**src/rtl/io_switch_in_port.sv**
```systemverilog
// Slide-switch input port: two-stage synchronizer, per-bit debounce, packing into
// the two CPU input-port words, and a sticky "changed" flag cleared by CPU reads.
module io_switch_in_port #(
  parameter int N_SW       = 10,
  parameter int DEB_CYCLES = 500000,
  parameter int CNT_W      = 20
) (
  input  logic            clk,
  input  logic            reset,
  input  logic [N_SW-1:0] sw,
  input  logic            rd_ack,
  output logic [31:0]     in_port0,
  output logic [31:0]     in_port1,
  output logic            changed,
  output logic [N_SW-1:0] sw_stable
);

  localparam logic [CNT_W-1:0] LP_CNT_LAST = CNT_W'(DEB_CYCLES - 1);

  logic [N_SW-1:0]  r_s1;
  logic [N_SW-1:0]  r_s2;
  logic [N_SW-1:0]  r_stable;
  logic [CNT_W-1:0] r_cnt [N_SW];
  logic [N_SW-1:0]  w_upd_evt;
  logic             r_upd;

  // NOTE: sequential state uses non-blocking assignments so every flop samples
  // pre-edge values; blocking here would collapse the two synchronizer stages.
  always_ff @(posedge clk) begin
    if (reset) begin
      r_s1 <= '0;
      r_s2 <= '0;
    end else begin
      r_s1 <= sw;
      r_s2 <= r_s1;
    end
  end

  // NOTE: every combinational output gets a default first, so no path infers a latch.
  always_comb begin
    w_upd_evt = '0;
    for (int i = 0; i < N_SW; i++) begin
      w_upd_evt[i] = (r_s2[i] != r_stable[i]) && (r_cnt[i] == LP_CNT_LAST);
    end
  end

  // Each bit counts consecutive disagreeing cycles independently; any agreement restarts it.
  // NOTE: the counter array is small flop storage, not RAM, so it is reset explicitly.
  for (genvar g = 0; g < N_SW; g++) begin : g_deb
    always_ff @(posedge clk) begin
      if (reset) begin
        r_cnt[g]    <= '0;
        r_stable[g] <= 1'b0;
      end else if (r_s2[g] == r_stable[g]) begin
        r_cnt[g] <= '0;
      end else if (w_upd_evt[g]) begin
        r_stable[g] <= r_s2[g];
        r_cnt[g]    <= '0;
      end else begin
        r_cnt[g] <= r_cnt[g] + 1'b1;
      end
    end
  end

  // Update event is delayed one cycle so changed rises with the new in_port words.
  always_ff @(posedge clk) begin
    if (reset) begin
      r_upd     <= 1'b0;
      changed   <= 1'b0;
      in_port0  <= '0;
      in_port1  <= '0;
      sw_stable <= '0;
    end else begin
      r_upd     <= |w_upd_evt;
      in_port0  <= {27'b0, r_stable[9:5]};
      in_port1  <= {27'b0, r_stable[4:0]};
      sw_stable <= r_stable;
      if (r_upd) begin
        changed <= 1'b1;
      end else if (rd_ack) begin
        changed <= 1'b0;
      end
    end
  end

endmodule

```
**config.mk**
```make
export PLATFORM = sky130hd
export DESIGN_NAME = io_switch_in_port
export DESIGN_NICKNAME = d
export VERILOG_FILES = /design/src/rtl/io_switch_in_port.sv
export SDC_FILE = /design/constraint.sdc
export NUM_CORES = 1
export LEC_CHECK = 0
export CAP_MARGIN = 25
export CORE_MARGIN = 8
export CORE_UTILIZATION = 55
export DETAILED_ROUTE_END_ITERATION = 16
export PLACE_DENSITY_LB_ADDON = 0.25
export SETUP_SLACK_MARGIN = 0.15
export SLEW_MARGIN = 10
export SYNTH_ARGS = -nofsm -noshare
export SYNTH_HDL_FRONTEND = slang
export SYNTH_SLANG_ARGS = --single-unit
```
**constraint.sdc**
```tcl
create_clock -name clk -period 2.9 [get_ports clk]
set_input_delay 0.58 -clock clk [delete_from_list [all_inputs] [get_ports clk]]
set_output_delay 0.58 -clock clk [all_outputs]
set_load 0.02 [all_outputs]
```
==> summary.txt <==
Power and ir drop
  – PD cells: 533 nW/um^2
  – Internal power: 6.07 mW
  – Sequential share of power: 52.0%
  – Peak VDD IR: 0.000467 V
  – Clock power frac: 43.6%
  – Leakage: 5.25 nW
  – Net switching power figure: 1.70 mW
  – Comb pwr share: 4.5%
  – Sw frac: 21.9%
  – Total power draw: 7.77 mW

Detailed routing
  – Via count: 8,478
  – Total wire length: 21,600 um
  – # DRC: 0
  – DR WL/cell: 12.4 um
  – TritonRoute pass-1 iters: 5
  – Post-route ant nets: 0
  – Initial drt markers: 445
  – Vias per inst: 4.89

Floorplanning
  – Core area: 22,600 um^2
  – I/O pin count: 88
  – Die Y: 167 um
  – Starting Density: 55.7%
  – Chip width: 167 um
  – Die Area: 28,000 um^2
  – Rows: 55

Min path
  – Hold path depth: 1
  – Tightest Hold Check Type: reg -> reg
  – Min-delay src: r_s1[6]

Critical path
  – Critical Path, Cell by Cell: or4b_2, nor4_1, or3_1, buf_4, nor2_1
  – R2R cell count: 5
  – Setup CP Type: reg -> reg
  – Crit start category: flip-flop
  – Worst Path Max Fanout: 14
  – Crit path launch: r_cnt[4][11]
  – Bufs and invs on worst path: 1
  – Reg-to-reg critical path startpoint: r_cnt[4][11]
  – Slowest stage delay, CP: 0.69 ns
  – Arr. time, crit path: 2.67 ns
  – Critical path depth: 5
  – CP Capture Type: flip-flop
  – Worst path slowest cell: or4b_2
  – CP required: 3.17 ns
  – Largest delay contributor family on the critical path: simple AND/OR/NAND/NOR gates

STA
  – Final hold violation count: 0
  – Unrepaired setup endpoints after global routing: no
  – Fin Clk Skew: 0.0123 ns
  – Slew HR: 44.3%
  – Final setup viols: 0
  – Slew Limit Fails: 0
  – Transition time of the tightest slew-check pin: 0.827 ns
  – Crit share post-route: 83.1%
  – Achievable frequency: 0.415 GHz
  – Clock period minus worst slack: 2.41 ns
  – Fin Setup TNS: 0 ns

Synthesis
  – Seq/Total Area, Yosys: 54.4%
  – Post-synth EDFFs: 200
  – Synth async-reset ratio: 0%
  – Post-synth top flop: edfxtp_1
  – Distinct cell type count of the synthesized netlist: 46
  – Gate Count Post-Synth: 1,197
  – Mapped Area: 12,600 um^2
  – Synthesized flop and latch total: 242
  – Syn avg cell area: 10.5 um^2
  – Yosys warns: 0

CTS
  – Setup Buffers After CTS: 0
  – Worst-Skew Late Latency: 0.52 ns
  – CTS root buffer: clkbuf_16
  – Clk pin slew, worst setup/hold paths: 0.06 ns
  – Clk sinks: 242
  – CTS tree: yes
  – Total CTS buffers: 26
  – Post-cts repair resize count: 0
  – CTS H-Tree Depth: 1
  – Number of hold buffers added after CTS: 0
  – Max clock buf depth: 3

GRT
  – Global-route wire length before repair: 37,200 um
  – Initial antenna violation count: 0
  – Largest net degree at the start of global routing: 22
  – GRT Util Overall: 15.4%
  – Vias in the first global route: 8,357
  – Grt total ovfl: 0

Layout
  – Most frequent cells in the layout: 254 x conb_1, 247 x nor2_1, 200 x edfxtp_1, 108 x xnor2_1, 78 x xor2_1
  – Layout area overhead: 15.9%
  – Final nets: 1,453
  – Commonest non-fill, non-tap cell in the layout: conb_1
  – ANT cells: 0
  – Share of layout cells above drive strength 1: 4.90%
  – FILL cells: 1,854
  – Fin area: 14,600 um^2
  – Footprint of the multi-input gates: 5940 um^2
  – Sequential cell area: 6850 um^2

Placed design
  – HPWL after DPL: 15,700 um
  – DP Area: 13,700 um^2
  – Routability cong.: 0.843
  – # port buffers: 33

Run status
  – Status: finished, final reports clean

Run
  – # Max-Cap Violations: 0
metrics by stage:
step,std cells,hold slack (ns),utilization [%],setup slack [ns]
floorplan,1449,0.413,-,0.832
global placement,1687,0.423,60.6,0.621
detailed placement,1687,0.428,60.6,0.493
CTS,1735,0.443,64.6,0.475
global route,1735,0.458,64.6,0.338
finish,1735,0.441,64.6,0.491
path summary, 6_finish.rpt:
kind                                     end  slack (ns)
worst min register to register       r_s2[6]        0.44
worst min-delay path                 r_s2[6]        0.44
worst max register to register  r_cnt[4][14]        0.49
worst max-delay path            r_cnt[4][14]        0.49
Yosys cell counts, types with 9 or more instances:
library cell	instances	share of area (%)
nor2_1	247	7.4
edfxtp_1	200	48
xnor2_1	108	7.5
xor2_1	78	5.4
nand3_1	72	2.9
buf_4	67	4.0
nand2_1	57	1.7
nand4_1	45	2.2
dfxtp_1	42	6.7
nor2b_1	33	1.6
inv_1	31	0.92
nor3_1	31	1.2
nor4_1	25	1.2
and3_1	24	1.2
and4_1	20	1.4
clkbuf_1	15	0.45
nor4b_1	11	0.77
ha_1	10	0.99
or3_1	9	0.45
cell type report:
cell class / instances / area share (%)
Clock inverter: 10 / 0.395
Sequential cell: 242 / 47.0
Inverter: 31 / 0.798
Timing Repair Buffer: 45 / 2.85
Tap cell: 285 / 2.45
Clock buffer: 38 / 5.84
Multi-Input combinational cell: 1084 / 40.7
state kept, by name (all words and copies together), names as in the netlist:
register and cells:
r_cnt 200, r_s1 10, r_s2 10, r_stable 10, in_port0 5, in_port1 4
changed 1, r_upd 1, sw_stable 1
cells by family (layout without fill, tap and decap cells):
kind of cell    after synthesis  after routing  share of synthesized area [%]
other cells                   2            254                         0.0597
fa+ha+maj                    10             10                          0.995
xor+xnor                    186            186                           12.9
buf+inv                     123            124                           5.92
compound gates               18             18                          0.826
flops                       242            242                           54.4
mux                           8              8                          0.637
simple gates                608            608                           24.2
power by group through the flow:
stage / Sequential, mW / Combinational, mW / Clock [mW]
floorplan: 4.07 / 0.345 / 0
global placement: 4.10 / 0.331 / 0
detailed placement: 4.11 / 0.335 / 0
CTS: 4.03 / 0.338 / 3.47
global route: 4.06 / 0.396 / 3.62
finish: 4.04 / 0.347 / 3.38
routing by layer:
metal  wire length, um  vias up  global-route usage [%]  share of wire (%)
met2             10200      145                    26.3                 47
met5                 0        -                       0                  0
met1              9940     3950                    19.9                 46
met3              1110       34                    2.75                5.2
met4               369        0                    3.92                1.7
li1                  -     4349                       -                  -
worst register-to-register path: stages, from the launching register on:
cell and delay, ns:
edfxtp_1 0.49, or4b_2 0.69, nor4_1 0.37, or3_1 0.30, buf_4 0.25, nor2_1 0.07
(Power assumes the default switching activity.)
